==> config.mk <==
export PLATFORM = sky130hd
export DESIGN_NAME = spad_stream_reader
export DESIGN_NICKNAME = d
export VERILOG_FILES = /design/src/rtl/spad_pkg.sv /design/src/rtl/spad_skid_fifo.sv /design/src/rtl/spad_stream_reader.sv
export SDC_FILE = /design/constraint.sdc
export NUM_CORES = 1
export LEC_CHECK = 0
export ABC_AREA = 0
export CAP_MARGIN = 0
export CORE_MARGIN = 3
export CORE_UTILIZATION = 49
export DETAILED_ROUTE_END_ITERATION = 16
export DONT_BUFFER_PORTS = 1
export HOLD_SLACK_MARGIN = 0.02
export PLACE_DENSITY = 0.68
export SYNTH_ARGS = -nofsm -noshare
export SYNTH_HDL_FRONTEND = slang
export SYNTH_SLANG_ARGS = --single-unit
==> constraint.sdc <==
create_clock -name clk -period 3.2 [get_ports clk]
set_input_delay 0.96 -clock clk [delete_from_list [all_inputs] [get_ports clk]]
set_output_delay 0.96 -clock clk [all_outputs]
set_load 0.03 [all_outputs]
==> src/rtl/spad_pkg.sv <==
// -----------------------------------------------------------------------------
// spad_pkg
// Shared definitions for the scratchpad stream reader:
//   - default word / address widths
//   - reader FSM state encoding
//   - output buffer geometry (2 entries)
// -----------------------------------------------------------------------------
package spad_pkg;

  localparam int SPAD_DATA_WIDTH = 32;
  localparam int SPAD_ADDR_WIDTH = 10;

  // Output buffer: two slots are enough to cover one in-flight read plus
  // one beat parked under backpressure while still streaming 1 word/cycle.
  localparam int BUF_DEPTH = 2;
  localparam int BUF_PTR_W = 1;
  localparam int BUF_CNT_W = 2;

  typedef enum logic [1:0] {
    IDLE  = 2'd0,
    RUN   = 2'd1,
    DRAIN = 2'd2,
    FIN   = 2'd3
  } state_e;

endpackage

==> src/rtl/spad_skid_fifo.sv <==
// -----------------------------------------------------------------------------
// spad_skid_fifo
// Two-entry FIFO holding returned scratchpad words together with their
// end-of-burst flag. Head data/last come straight from storage registers, so
// they stay stable while the head is not popped.
// Ports:
//   clk, rst_n          clock, async active-low reset (clears storage)
//   push_i, push_data_i, push_last_i   write one entry
//   pop_i               remove head entry
//   count_o             number of stored entries (0..2)
//   full_o, empty_o     occupancy flags
//   head_data_o, head_last_o           current head entry
// Push while full / pop while empty must not be requested by the parent.
// -----------------------------------------------------------------------------
module spad_skid_fifo
  import spad_pkg::*;
#(
  parameter int DATA_WIDTH = SPAD_DATA_WIDTH
) (
  input  logic                  clk,
  input  logic                  rst_n,
  input  logic                  push_i,
  input  logic [DATA_WIDTH-1:0] push_data_i,
  input  logic                  push_last_i,
  input  logic                  pop_i,
  output logic [BUF_CNT_W-1:0]  count_o,
  output logic                  full_o,
  output logic                  empty_o,
  output logic [DATA_WIDTH-1:0] head_data_o,
  output logic                  head_last_o
);

  logic [DATA_WIDTH-1:0] data_q [BUF_DEPTH];
  logic                  last_q [BUF_DEPTH];
  logic [BUF_PTR_W-1:0]  wr_ptr_q;
  logic [BUF_PTR_W-1:0]  rd_ptr_q;
  logic [BUF_CNT_W-1:0]  count_q;

  // Storage, pointers and occupancy count.
  always_ff @(posedge clk or negedge rst_n) begin
    if (!rst_n) begin
      for (int i = 0; i < BUF_DEPTH; i++) begin
        data_q[i] <= '0;
        last_q[i] <= 1'b0;
      end
      wr_ptr_q <= '0;
      rd_ptr_q <= '0;
      count_q  <= '0;
    end else begin
      if (push_i) begin
        data_q[wr_ptr_q] <= push_data_i;
        last_q[wr_ptr_q] <= push_last_i;
        wr_ptr_q         <= wr_ptr_q + 1'b1;
      end
      if (pop_i) begin
        rd_ptr_q <= rd_ptr_q + 1'b1;
      end
      case ({push_i, pop_i})
        2'b10:   count_q <= count_q + 2'd1;
        2'b01:   count_q <= count_q - 2'd1;
        default: count_q <= count_q;
      endcase
    end
  end

  assign count_o     = count_q;
  assign full_o      = (count_q == 2'd2);
  assign empty_o     = (count_q == 2'd0);
  assign head_data_o = data_q[rd_ptr_q];
  assign head_last_o = last_q[rd_ptr_q];

endmodule

==> src/rtl/spad_stream_reader.sv <==
// -----------------------------------------------------------------------------
// spad_stream_reader
// Reads a burst of `length` words starting at `base_addr` from the scratchpad
// read port (1-cycle read latency) and streams them on a valid/ready master
// interface, 1 word/cycle when m_ready stays high, lossless under backpressure.
// Ports:
//   clk, rst_n                 clock, async active-low reset
//   start, base_addr, length   burst request (sampled only in IDLE)
//   busy, done                 burst in progress / 1-cycle completion pulse
//   re_b, addr_b, rdata_b      scratchpad read port
//   m_valid, m_data, m_last, m_ready   output stream
// Optional (macro SPAD_RD_PERF_EN):
//   stall_cycles               saturating count of busy && m_valid && !m_ready
// -----------------------------------------------------------------------------
module spad_stream_reader
  import spad_pkg::*;
#(
  parameter int DATA_WIDTH = SPAD_DATA_WIDTH,
  parameter int ADDR_WIDTH = SPAD_ADDR_WIDTH
) (
  input  logic                  clk,
  input  logic                  rst_n,
  input  logic                  start,
  input  logic [ADDR_WIDTH-1:0] base_addr,
  input  logic [ADDR_WIDTH:0]   length,
  output logic                  busy,
  output logic                  done,
  output logic                  re_b,
  output logic [ADDR_WIDTH-1:0] addr_b,
  input  logic [DATA_WIDTH-1:0] rdata_b,
  output logic                  m_valid,
  output logic [DATA_WIDTH-1:0] m_data,
  output logic                  m_last,
  input  logic                  m_ready
`ifdef SPAD_RD_PERF_EN
  ,
  output logic [31:0]           stall_cycles
`endif
);

  state_e                state_q;
  logic [ADDR_WIDTH-1:0] addr_q;
  logic [ADDR_WIDTH:0]   rem_q;            // reads still to issue
  logic                  busy_q;
  logic                  done_q;
  logic                  inflight_q;       // read issued last cycle, data on rdata_b now
  logic                  inflight_last_q;  // that read is the final word of the burst

  logic [BUF_CNT_W-1:0]  fifo_count_s;
  logic                  fifo_full_s;
  logic                  fifo_empty_s;
  logic                  pop_s;
  logic [2:0]            occ_s;
  logic                  issue_s;
  logic                  unused_fifo_full_s;

  assign pop_s = m_valid && m_ready;
  // Full is already implied by the credit check below.
  assign unused_fifo_full_s = fifo_full_s;

  // Credit check: slots committed after this cycle's pop must leave room
  // for one more word, so returned data never finds the buffer full.
  always_comb begin
    occ_s = {1'b0, fifo_count_s} + {2'b00, inflight_q} - {2'b00, pop_s};
    if ((state_q == RUN) && (occ_s < 3'd2)) begin
      issue_s = 1'b1;
    end else begin
      issue_s = 1'b0;
    end
  end

  // Reader FSM with address generation and registered status outputs.
  always_ff @(posedge clk or negedge rst_n) begin
    if (!rst_n) begin
      state_q         <= IDLE;
      addr_q          <= '0;
      rem_q           <= '0;
      busy_q          <= 1'b0;
      done_q          <= 1'b0;
      inflight_q      <= 1'b0;
      inflight_last_q <= 1'b0;
    end else begin
      done_q          <= 1'b0;
      inflight_q      <= issue_s;
      inflight_last_q <= issue_s && (rem_q == (ADDR_WIDTH+1)'(1));
      case (state_q)
        IDLE: begin
          if (start) begin
            addr_q <= base_addr;
            rem_q  <= length;
            if (length == '0) begin
              // Empty burst: straight to completion, nothing read or emitted.
              state_q <= FIN;
              done_q  <= 1'b1;
            end else begin
              state_q <= RUN;
              busy_q  <= 1'b1;
            end
          end
        end
        RUN: begin
          if (issue_s) begin
            addr_q <= addr_q + ADDR_WIDTH'(1);  // wraps modulo the scratchpad depth
            rem_q  <= rem_q - (ADDR_WIDTH+1)'(1);
            if (rem_q == (ADDR_WIDTH+1)'(1)) begin
              state_q <= DRAIN;
            end
          end
        end
        DRAIN: begin
          // The last-flagged beat can only leave after every read has landed.
          if (pop_s && m_last) begin
            state_q <= FIN;
            busy_q  <= 1'b0;
            done_q  <= 1'b1;
          end
        end
        FIN: begin
          state_q <= IDLE;
        end
        default: begin
          state_q <= IDLE;
          busy_q  <= 1'b0;
        end
      endcase
    end
  end

  spad_skid_fifo #(
    .DATA_WIDTH (DATA_WIDTH)
  ) u_fifo (
    .clk         (clk),
    .rst_n       (rst_n),
    .push_i      (inflight_q),
    .push_data_i (rdata_b),
    .push_last_i (inflight_last_q),
    .pop_i       (pop_s),
    .count_o     (fifo_count_s),
    .full_o      (fifo_full_s),
    .empty_o     (fifo_empty_s),
    .head_data_o (m_data),
    .head_last_o (m_last)
  );

  assign busy    = busy_q;
  assign done    = done_q;
  assign re_b    = issue_s;
  assign addr_b  = addr_q;
  assign m_valid = !fifo_empty_s;

`ifdef SPAD_RD_PERF_EN
  logic [31:0] stall_q;

  // Backpressure stall counter: restarts per burst, saturates, holds in IDLE.
  always_ff @(posedge clk or negedge rst_n) begin
    if (!rst_n) begin
      stall_q <= '0;
    end else if ((state_q == IDLE) && start) begin
      stall_q <= '0;
    end else if (busy_q && m_valid && !m_ready && (stall_q != 32'hFFFF_FFFF)) begin
      stall_q <= stall_q + 32'd1;
    end else begin
      stall_q <= stall_q;
    end
  end

  assign stall_cycles = stall_q;
`endif

endmodule

---- Word level (Yosys, flattened, before mapping) ----
Cells that the tools add are included.
word-level totals
  flip-flop bits (word level) ............. 97
  output and inout port bits .............. 47
operators by class
  add/subtract/negate cells ............... 8
  magnitude comparators ................... 4
  equality and inequality tests ........... 11
  mux-type cells .......................... 34
  bitwise gates (word level) .............. 2
  reduce and logical (&&, ||, !) cells .... 15
operators with widths
  operator                                                   count
  2-to-1 mux 32 bit                                          4
  bitwise mux 64 bit                                         1
  demux 32 bit (select 1 bit)                                1
  2-to-1 mux 11 bit                                          2
  one-hot mux 11 bit (2 select lines)                        1
  2-to-1 mux 10 bit                                          2
  one-hot mux 10 bit (2 select lines)                        1
  == test 11 x 1 -> 1 bit (second input constant)            1
  zero test 11 bit                                           1
  2-to-1 mux 1 bit                                           11
  subtractor 11 x 1 -> 11 bit (second input constant)        1
  adder 10 x 1 -> 10 bit (second input constant)             1
  2-to-1 mux 2 bit                                           5
  inequality test 2 bit (second input constant)              4
  one-hot mux 2 bit (4 select lines)                         1
  AND reduction 4 bit                                        2
  == test 2 bit (second input constant)                      3
  nonzero test 2 bit                                         3
  logical AND 1 bit                                          5
  == test 2 x 1 -> 1 bit (second input constant)             2
  greater-or-equal comparator 2 bit (second input constant)  2
  zero test 2 bit                                            2
  NOT 1 -> 2 bit                                             2
  one-hot mux 1 bit (2 select lines)                         2
  13 further kinds                                           14

---- Longest topological paths before layout ----
Gate-level depths: netlist (run 1).
  word-level depth ........................ 9
  depth in mapped cells ................... 11
  mapped depth without buffers ............ 9

---- Cells and area by module ----
From an unflattened synthesis (run 1), not the netlist that was laid out.
unflattened totals
  cell total of the unflattened synthesis .. 405
  area total of the unflattened synthesis .. 4931.0 um^2
modules (own cells, without submodules)
  module              instances  cells an instance  area each (um^2)
  spad_skid_fifo      1          191                3045.4
  spad_stream_reader  1          214                1885.6

---- Worst setup path before layout (run 1) ----
Ideal clock, no wire load.
  path type ............................... in2out
  start point ............................. in m_ready
  end point ............................... out re_b
  arrival time ............................ 2.552 ns
  data required time ...................... 2.240 ns
  slack ................................... -0.312 ns
  stages on the path ...................... 7
  cells stage by stage .................... inv_1 > nor3b_1 > a21oi_1 > nand2b_1 > fa_1 > xnor2_2 > and3_1
on the way
  word-level cells in the longest chain between the ends .. 5
ends and longest elaborated chain
  element                      line                      RTL
  start, declared              spad_stream_reader.sv:34  input logic m_ready
  logical AND 1 bit            spad_stream_reader.sv:57  assign pop_s = m_valid && m_ready;
  subtractor 3 x 1 -> 3 bit    spad_stream_reader.sv:64  occ_s = {1'b0, fifo_count_s} + {2'b00, inflight_q} - {2'b00, pop_s};
  < comparator 3 x 2 -> 1 bit  spad_stream_reader.sv:65  if ((state_q == RUN) && (occ_s < 3'd2)) begin
  logical AND 1 bit            spad_stream_reader.sv:65
  2-to-1 mux 1 bit             spad_stream_reader.sv:65
  end, declared                spad_stream_reader.sv:28  output logic re_b,
No other way between the ends.

---- Final worst setup path (run 1) ----
Ends and elaborated chain as after synthesis.

==> impl_metrics.env, run 1 <==
export IMPL_syn_nets=452
export IMPL_leakagePower_nw=2.15
export IMPL_wl_per_cell_um=18.8
export IMPL_fin_cells=525
export IMPL_p_int_w=0.00352
export IMPL_drt_iter0_markers=148
export IMPL_path_clk_slew_ps=110
export IMPL_ys_seq_area_share_pct=51.0
export IMPL_start_util_pct=51.0
export IMPL_grt_overflow_total=0
export IMPL_crit_type="input pin to output port"
export IMPL_power_per_cell_area_mw_per_mm2=1210
export IMPL_p_switching_w=0.00280
export IMPL_yosysWarnings=0
export IMPL_cts_tree="yes"
export IMPL_dp_cells=508
export IMPL_root_buffer="clkbuf_8"
export IMPL_drtPass1Iterations=4
export IMPL_antenna_found_initial=0
export IMPL_track_usage_pct=18.4
export IMPL_grt_max_degree=98
export IMPL_seqPwrFrac_pct=37.4
export IMPL_total_power_w=0.00632
export IMPL_crit_family="simple AND/OR/NAND/NOR gates"
export IMPL_nets=455
export IMPL_critPathMaxStageDelay_ps=530
export IMPL_clockBufferDepth=2
export IMPL_skew_ps=12.5
export IMPL_postLayoutCoreUtil_pct=55.8
export IMPL_die_y_um=105
export IMPL_worst_ir_drop_vdd_mv=0.597
export IMPL_synth_ff_type="dfrtp_1"
export IMPL_rsz0062_at_grt="false"
export IMPL_drv_cap=0
export IMPL_clock_fmax_ghz=0.318
export IMPL_comb_power_share_pct=49.0
export IMPL_syn_inst=388
export IMPL_path_buf_inv=1
export IMPL_outcome="complete, no violations"
export IMPL_drive_above_1_share_pct=36.6
export IMPL_hold_viol=0
export IMPL_synth_seq_cells=97
export IMPL_htree_levels=3
export IMPL_fp_dieW_um=105
export IMPL_core_mm2=0.00933
export IMPL_final_cell_mix="98 x mux2_2, 97 x dfrtp_1, 15 x o21ai_0, 14 x nand2_1, 12 x a21oi_1"
export IMPL_dieArea_mm2=0.0109
export IMPL_cts_inserted_buffers=9
export IMPL_routed_wl_um=9870
export IMPL_swShare_pct=44.3
export IMPL_grt_pass1_vias=3201
export IMPL_synth_area_mm2=0.00476
export IMPL_async_flop_share_pct=100
export IMPL_hold_class="input pin to asynchronous set/reset pin"
export IMPL_row_count=35
export IMPL_insertion_delay_ps=360
export IMPL_clkPwrFrac_pct=13.5
export IMPL_antenna_cells=0
export IMPL_slew_limit_headroom_pct=50.7
export IMPL_slew_violations=0
export IMPL_syn2layout_area_growth_pct=9.36
export IMPL_dpl_hpwl_um=6830
export IMPL_gp_congestion=0.821
export IMPL_mostFrequentLayoutCell="mux2_2"
export IMPL_path_cells="inv_12, nor3b_4, a21oi_2, nand2b_4, fa_2, and3_4"
export IMPL_crit_arrival_ps=2180
export IMPL_pin_count=104
export IMPL_avgSynthCellArea_um2=12.3
export IMPL_cts_sinks=97
export IMPL_worst_slew_pin_slew_ps=733
export IMPL_synth_edf_count=0
export IMPL_cp_max_fo=3
export IMPL_worst_setup_path_start_kind="input pin"
export IMPL_cpMaxStageDelayCell="fa_2"
export IMPL_antenna_left=0
export IMPL_fin_crit_sh_pct=98.1
export IMPL_port_buffers=0
export IMPL_ys_types=49
export IMPL_vias=3099
export IMPL_cts_resized=0
export IMPL_setup_viol=0
export IMPL_grt_pass1_wl_um=16400
export IMPL_worstPathRequired_ps=2240
export IMPL_worst_setup_path_end_kind="output port"
export IMPL_period_needed_ps=3140
export IMPL_via_per_inst=5.90
export IMPL_timing_hold_ws_ps=290
export IMPL_route_detailed_drc=0
==> power groups by stage <==
stage	clock, W	sequential (W)	combinational, W
after floorplan	0	0.00224	0.00266
after global placement	0	0.00234	0.00304
after detailed placement	0	0.00239	0.00310
after CTS	0.000889	0.00237	0.00311
after global routing	0.000945	0.00246	0.00333
final	0.000855	0.00237	0.00310
==> registers in the layout, summed over array words and instances, names as in the netlist, 2 cells and up <==
signal and count:
u_fifo.data_q 64, rem_q 11, addr_b 10, state_q 2, u_fifo.count_o 2, u_fifo.last_q 2
==> per-layer routing <==
| layer | global-route usage [%] | up-vias | wire (um) |
|---|---|---|---|
| li1 | - | 1438 | - |
| met1 | 23.4 | 1525 | 4160 |
| met2 | 29.5 | 124 | 4700 |
| met3 | 6.42 | 12 | 888 |
| met4 | 6.00 | 0 | 122 |
| met5 | 0 | - | 0 |
==> worst register-to-register path, cell delays in order, from the launching register on <==
cell	delay, ps
dfrtp_1	400
inv_1	100
ha_1	430
clkinv_1	590
nand3_1	650
o32ai_1	200
nor3_1	210
==> through the flow <==
step / instance area, um2 / setup TNS (ps) / worst slack (ps)
after floorplan: 4800 / -2.75 / -2.75
after global placement: 4980 / 0 / 59.5
after detailed placement: 4980 / 0 / 36.8
after CTS: 5200 / 0 / 21.9
after global routing: 5210 / 0 / 5.96
final: 5210 / 0 / 59.9
==> repair_timing <==
item                       in CTS  in global routing
hold buffers                    0                  0
buffers inserted                0                  1
setup endpoints to repair       0                  1
==> layout make-up <==
| cell class | count | area, um2 |
|---|---|---|
| tap | 129 | 161 |
| multi-input combinational | 261 | 2230 |
| clock buffer | 9 | 124 |
| fill | 797 | 4120 |
| inverter | 10 | 50.0 |
| sequential | 97 | 2430 |
| timing repair buffer | 12 | 115 |
| clock inverter | 7 | 96.3 |
==> cells by family (layout without fill, tap and decap cells) <==
| kind of cell | after synthesis | count (layout) | synth area share [%] |
|---|---|---|---|
| multiplexers | 102 | 102 | 24.0 |
| AND/OR/NAND/NOR | 89 | 89 | 11.0 |
| adder cells (fa/ha/maj) | 7 | 7 | 2.00 |
| AO/OA/AOI/OAI | 59 | 59 | 8.23 |
| buffers and inverters | 30 | 38 | 2.92 |
| XOR/XNOR | 4 | 4 | 0.894 |
| flip-flops | 97 | 97 | 51.0 |
==> cells in the mapped netlist (5+ instances only) <==
library cell | number | area [um2]
o22ai_1 | 8 | 50.1
nor4_1 | 5 | 31.3
a21oi_1 | 13 | 65.1
nand2_1 | 14 | 52.6
mux2_2 | 98 | 1100
or2_2 | 5 | 31.3
ha_1 | 6 | 75.1
o32ai_1 | 5 | 43.8
clkbuf_1 | 8 | 30.0
nand3_1 | 10 | 50.1
o21ai_0 | 15 | 75.1
nor2_1 | 11 | 41.3
buf_2 | 9 | 45.0
dfrtp_1 | 97 | 2430
inv_1 | 9 | 33.8
and3_1 | 5 | 31.3
nor3_1 | 9 | 45.0
nand2b_1 | 7 | 43.8
and4_1 | 7 | 61.3
==> path summary, 6_finish.rpt <==
kind                                              start                             to  slack (ps)  cells past startpoint
setup reg to reg                 state_q[1]$_DFFE_PN0P_          addr_b[7]$_DFFE_PN0P_         540                      6
setup / recovery                                m_ready                           re_b          60                      6
hold / removal                                    rst_n  u_fifo.data_q[57]$_DFFE_PN0P_         290                      0
min in group clk           u_fifo.data_q[3]$_DFFE_PN0P_   u_fifo.data_q[3]$_DFFE_PN0P_         510                      1
hold reg to reg            u_fifo.data_q[3]$_DFFE_PN0P_   u_fifo.data_q[3]$_DFFE_PN0P_         510                      1
max in group asynchronous                         rst_n  u_fifo.data_q[13]$_DFFE_PN0P_        2760                      0
No activity file was read; power rests on OpenSTA's default activity.
==> inputs of run 2 (changes only) <==
Settings changed: ABC_AREA 0 to 1.
==> run 2 against run 1 <==
Effect of this change: clock skew hardly changed; largest cell class unchanged; sequential share of layout area is 0.60 points lower; die area rose by 5.0%; utilization fell by 2.4 points; global-route usage up 1.0 points; fmax shrank 1.3%; via count is 30% higher; synthesized cell count up 73%; sequential power is essentially flat; non-clock buffer count decreased by 4; clock-buffer cell count is 1 higher.
==> impl_metrics.env, run 2 <==
export IMPL_synth_seq_cells=97
export IMPL_htree_levels=3
export IMPL_async_flop_share_pct=100
export IMPL_pin_count=104
export IMPL_hold_viol=0
export IMPL_outcome="complete, no violations"
export IMPL_path_cells="or2_4, nor2_4, a21oi_2, fa_1, nand3_4, nor2_4"
export IMPL_wl_per_cell_um=13.3
export IMPL_postLayoutCoreUtil_pct=53.5
export IMPL_antenna_found_initial=0
export IMPL_synth_ff_type="dfrtp_1"
export IMPL_crit_family="simple AND/OR/NAND/NOR gates"
export IMPL_syn_nets=734
export IMPL_slew_limit_headroom_pct=28.2
export IMPL_yosysWarnings=0
export IMPL_syn_inst=670
export IMPL_cpMaxStageDelayCell="fa_1"
export IMPL_crit_start="m_ready"
export IMPL_crit_arrival_ps=2220
export IMPL_period_needed_ps=3180
export IMPL_fin_crit_sh_pct=99.4
export IMPL_hold_buffers=0
export IMPL_clock_fmax_ghz=0.314
export IMPL_synth_edf_count=0
export IMPL_worst_setup_path_end_kind="output port"
export IMPL_ys_types=32
export IMPL_grt_overflow_total=0
export IMPL_cts_inserted_buffers=9
export IMPL_antenna_cells=0
export IMPL_insertion_delay_ps=370
export IMPL_grt_pass1_wl_um=17900
export IMPL_yosys_top_cells_count="291 x nand2_1, 97 x dfrtp_1, 63 x inv_1, 50 x o21ai_0"
export IMPL_mostFrequentLayoutCell="nand2_1"
export IMPL_die_y_um=107
export IMPL_vias=4034
export IMPL_via_per_inst=5.06
export IMPL_slew_violations=0
export IMPL_skew_ps=12.7
export IMPL_drive_above_1_share_pct=9.47
export IMPL_rsz0062_at_grt="true"
export IMPL_port_buffers=0
export IMPL_critPathMaxStageDelay_ps=540
export IMPL_cpMostUsedCell="nor2_4"
export IMPL_dp_slack_ps=-19.0
export IMPL_total_power_w=0.00622
export IMPL_antenna_left=0
export IMPL_drt_iter0_markers=311
export IMPL_dpl_hpwl_um=7090
export IMPL_row_count=36
export IMPL_crit_type="input pin to output port"
export IMPL_drtPass1Iterations=8
export IMPL_synth_top_area_share_pct=48.4
export IMPL_avgSynthCellArea_um2=7.48
export IMPL_worst_ir_drop_vdd_mv=0.641
export IMPL_worst_setup_path_start_kind="input pin"
export IMPL_syn2layout_area_growth_pct=5.16
export IMPL_setup_ws_ps=19.4
export IMPL_start_util_pct=50.8
export IMPL_regMostFlops="u_fifo.data_q"
export IMPL_path_clk_slew_ps=100
export IMPL_path_buf_inv=0
export IMPL_cp_max_fo=3
export IMPL_grt_pass1_vias=3825
export IMPL_setup_viol=0
export IMPL_timing_hold_ws_ps=282
export IMPL_root_buffer="clkbuf_8"
export IMPL_gp_congestion=0.840
export IMPL_routed_wl_um=10600
export IMPL_clockBufferDepth=2
export IMPL_power_per_cell_area_mw_per_mm2=1180
export IMPL_ys_seq_area_share_pct=48.4
export IMPL_final_cell_mix="289 x nand2_1, 97 x dfrtp_1, 62 x inv_1, 50 x o21ai_0, 30 x o21ai_1"
export IMPL_cts_tree="yes"
export IMPL_dieArea_mm2=0.0115
export IMPL_track_usage_pct=19.4
export IMPL_yosysMostFrequentCell="nand2_1"
export IMPL_leakagePower_nw=2.80
export IMPL_largest_reg_flops=64
export IMPL_worst_slew_pin_slew_ps=1070
export IMPL_cts_sinks=97
export IMPL_grt_max_degree=98
export IMPL_nets=724
export IMPL_r2r_start="u_fifo.count_o[0]$_DFFE_PN0P_"
export IMPL_synth_area_mm2=0.00501
export IMPL_synth_area_leader_cell="dfrtp_1"
export IMPL_fp_dieW_um=107
export IMPL_route_detailed_drc=0
export IMPL_hold_class="input pin to asynchronous set/reset pin"
export IMPL_core_mm2=0.00986
export IMPL_worstPathRequired_ps=2240
export IMPL_drv_cap=0
export IMPL_synthTopCellsByArea="dfrtp_1 48%, nand2_1 22%, o21ai_0 5.0%"
## run 2: layout make-up
class                      count  area (um2)
sequential                    97        2430
fill                         936        4590
tap                          133         166
clock buffer                  10         138
multi-input combinational    474        2180
timing repair buffer           8        60.1
clock inverter                 6        43.8
inverter                      70         263
## run 2: per-stage QoR
stage | cells | TNS [ps] | area [um2]
after floorplan | 670 | 0 | 5040
after global placement | 780 | 0 | 5070
after detailed placement | 780 | -19.0 | 5070
after CTS | 798 | 0 | 5270
after global routing | 798 | -23.7 | 5270
final | 798 | 0 | 5270
## run 2: timing repair
action | 4_1_cts | 5_1_grt
pin swaps | 5 | 2
buffers inserted | 2 | 0
gates resized for setup | 0 | 2
endpoints found under the setup margin | 1 | 1
## run 2: path summary, 6_finish.rpt
| path | end | slack [ps] | cells after the start |
|---|---|---|---|
| setup / recovery | re_b | 20 | 6 |
| hold / removal | u_fifo.data_q[55]$_DFFE_PN0P_ | 280 | 0 |
| setup reg to reg | rem_q[8]$_DFFE_PN0P_ | 830 | 16 |
| hold reg to reg | u_fifo.data_q[3]$_DFFE_PN0P_ | 490 | 2 |
| max in group asynchronous | rem_q[10]$_DFFE_PN0P_ | 2800 | 0 |
| min in group clk | u_fifo.data_q[3]$_DFFE_PN0P_ | 490 | 2 |
## run 2: report_power, final
part / switching (W) / internal (W)
clock: 0.000435 / 0.000304
sequential: 0.000526 / 0.00181
combinational: 0.00226 / 0.000888
total: 0.00322 / 0.00300
## run 2: cell families after synthesis
family / synth area share, %
fa+ha+maj: 1.90
xor+xnor: 0.349
simple gates: 31.3
compound gates: 9.36
buf+inv: 8.73
flops: 48.4
## run 2: routing by layer
layer,global-route usage [%],vias up,part of all wire (%)
met3,2.77,12,5.1
met5,0,-,0
met1,26.1,1866,47
li1,-,2044,-
met4,7.95,0,1.6
met2,31.5,112,46
==> inputs of run 3 (changes only) <==
Settings changed: GPL_ROUTABILITY_DRIVEN set to 0, PLACE_DENSITY 0.68 to 0.7.
==> run 3 against run 2 <==
Effect of this change: cell count shrank 0.25%; global-route usage is 0.79 points lower; first-iteration DRC count decreased by 11%; clock skew fell by 4.1 ps; sequential power hardly changed; cell area grew 0.14%; non-clock buffer count is 2 lower; via count is 0.55% lower; clock power grew 9.5%; utilization increased by 0.076 points; critical path type unchanged.
==> impl_metrics.env, run 3 (synthesis gave the netlist of run 2 again) <==
export IMPL_syn2layout_area_growth_pct=5.31
export IMPL_port_buffers=0
export IMPL_vias=4012
export IMPL_grt_util_met3_pct=4.58
export IMPL_grt_pass1_vias=3754
export IMPL_dp_slack_ps=-16.9
export IMPL_track_usage_pct=18.6
export IMPL_htree_levels=3
export IMPL_worst_setup_path_end_kind="output port"
export IMPL_dpl_hpwl_um=6940
export IMPL_nets=722
export IMPL_fp_dieW_um=107
export IMPL_outcome="complete, no violations"
export IMPL_dieArea_mm2=0.0115
export IMPL_leakagePower_nw=2.81
export IMPL_setup_viol=0
export IMPL_hold_viol=0
export IMPL_path_cells="or2_4, nor2_4, a21oi_2, fa_1, nand3_4, nor2_4"
export IMPL_timing_hold_ws_ps=304
export IMPL_wl_per_cell_um=12.9
export IMPL_clockBufferDepth=2
export IMPL_rsz0062_at_grt="true"
export IMPL_cp_max_fo=3
export IMPL_start_util_pct=50.8
export IMPL_antenna_left=0
export IMPL_worst_slew_pin_slew_ps=1070
export IMPL_path_clk_slew_ps=100
export IMPL_r2r_start="u_fifo.count_o[1]$_DFFE_PN0P_"
export IMPL_antenna_found_initial=0
export IMPL_post_cts_buffers=0
export IMPL_root_buffer="clkbuf_8"
export IMPL_antenna_cells=0
export IMPL_worst_setup_path_start_kind="input pin"
export IMPL_crit_start="m_ready"
export IMPL_drive_above_1_share_pct=9.05
export IMPL_via_per_inst=5.04
export IMPL_final_cell_mix="290 x nand2_1, 96 x dfrtp_1, 62 x inv_1, 50 x o21ai_0, 30 x o21ai_1"
export IMPL_clock_fmax_ghz=0.313
export IMPL_pin_count=104
export IMPL_regMostFlops="u_fifo.data_q"
export IMPL_core_mm2=0.00986
export IMPL_worst_ir_drop_vdd_mv=0.859
export IMPL_die_y_um=107
export IMPL_grt_overflow_total=0
export IMPL_insertion_delay_ps=340
export IMPL_cpMaxStageDelayCell="fa_1"
export IMPL_cpMostUsedCell="nor2_4"
export IMPL_route_detailed_drc=0
export IMPL_grt_max_degree=98
export IMPL_skew_ps=8.60
export IMPL_fillers=955
export IMPL_grt_busiest_layer="met2"
export IMPL_fin_crit_sh_pct=99.8
export IMPL_worstPathRequired_ps=2240
export IMPL_grt_util_met1_pct=24.0
export IMPL_cts_tree="yes"
export IMPL_crit_arrival_ps=2230
export IMPL_critPathMaxStageDelay_ps=530
export IMPL_drtPass1Iterations=4
export IMPL_crit_type="input pin to output port"
export IMPL_slew_violations=0
export IMPL_drt_iter0_markers=278
export IMPL_use_met2_pct=30.8
export IMPL_mostFrequentLayoutCell="nand2_1"
export IMPL_slew_limit_headroom_pct=28.3
export IMPL_setup_ws_ps=7.50
export IMPL_largest_reg_flops=64
export IMPL_routed_wl_um=10300
export IMPL_power_per_cell_area_mw_per_mm2=1180
export IMPL_cts_inserted_buffers=9
export IMPL_period_needed_ps=3190
export IMPL_cts_sinks=97
export IMPL_grt_pass1_wl_um=17400
export IMPL_hold_class="input pin to asynchronous set/reset pin"
export IMPL_row_count=36
export IMPL_drv_cap=0
-- run 3: power breakdown --
group	internal [W]	total, W	switching, W	leakage [nW]
clock	0.000389	0.000808	0.000419	0.100
sequential	0.00181	0.00234	0.000527	1.19
combinational	0.000878	0.00310	0.00223	1.52
-- run 3: critical path: cells and delay by family --
family          cells  cell delay (ps)
simple gates        4              680
fa+ha+maj           1              530
compound gates      1               50
-- run 3: worst paths after layout --
check | end | slack, ps | cells past startpoint
setup reg to reg | rem_q[8]$_DFFE_PN0P_ | 770 | 16
max in group asynchronous | u_fifo.count_o[1]$_DFFE_PN0P_ | 2790 | 0
hold / removal | state_q[1]$_DFFE_PN0P_ | 300 | 0
min in group clk | u_fifo.data_q[32]$_DFFE_PN0P_ | 490 | 2
hold reg to reg | u_fifo.data_q[32]$_DFFE_PN0P_ | 490 | 2
setup / recovery | re_b | 7 | 6
-- run 3: stage by stage --
stage | setup TNS, ps | power [W] | cell area [um2] | utilization [%] | std cells
floorplan | 0 | 0.00501 | 5040 | - | 670
global placement | 0 | 0.00539 | 5070 | 51.4 | 780
detailed placement | -16.9 | 0.00549 | 5070 | 51.4 | 780
CTS | 0 | 0.00631 | 5280 | 53.5 | 796
global route | -44.1 | 0.00683 | 5280 | 53.5 | 796
finish | 0 | 0.00625 | 5280 | 53.5 | 796
-- run 3: timing repair --
action,CTS,global route
resized for setup,0,2
hold buffers,0,0
endpoints found under the setup margin,1,1
pin swaps,1,0
-- run 3: area by class of cell --
type	count	area, um2	share of cell area [%]
multi-input cells	474	2170	41.2
repair buffers	6	45.0	0.853
inverters	70	263	4.98
clock buffers	11	141	2.68
well taps	133	166	3.15
clock inverters	5	63.8	1.21
flip-flops and latches	97	2430	46.0
-- run 3: per-layer routing --
metal  wire length (um)  part of all wire [%]  vias to the layer above
li1                   -                     -                     2049
met1               4730                    46                     1871
met2               4930                    48                       83
met3                527                   5.1                        9
met4                112                   1.1                        0
met5                  0                     0                        -
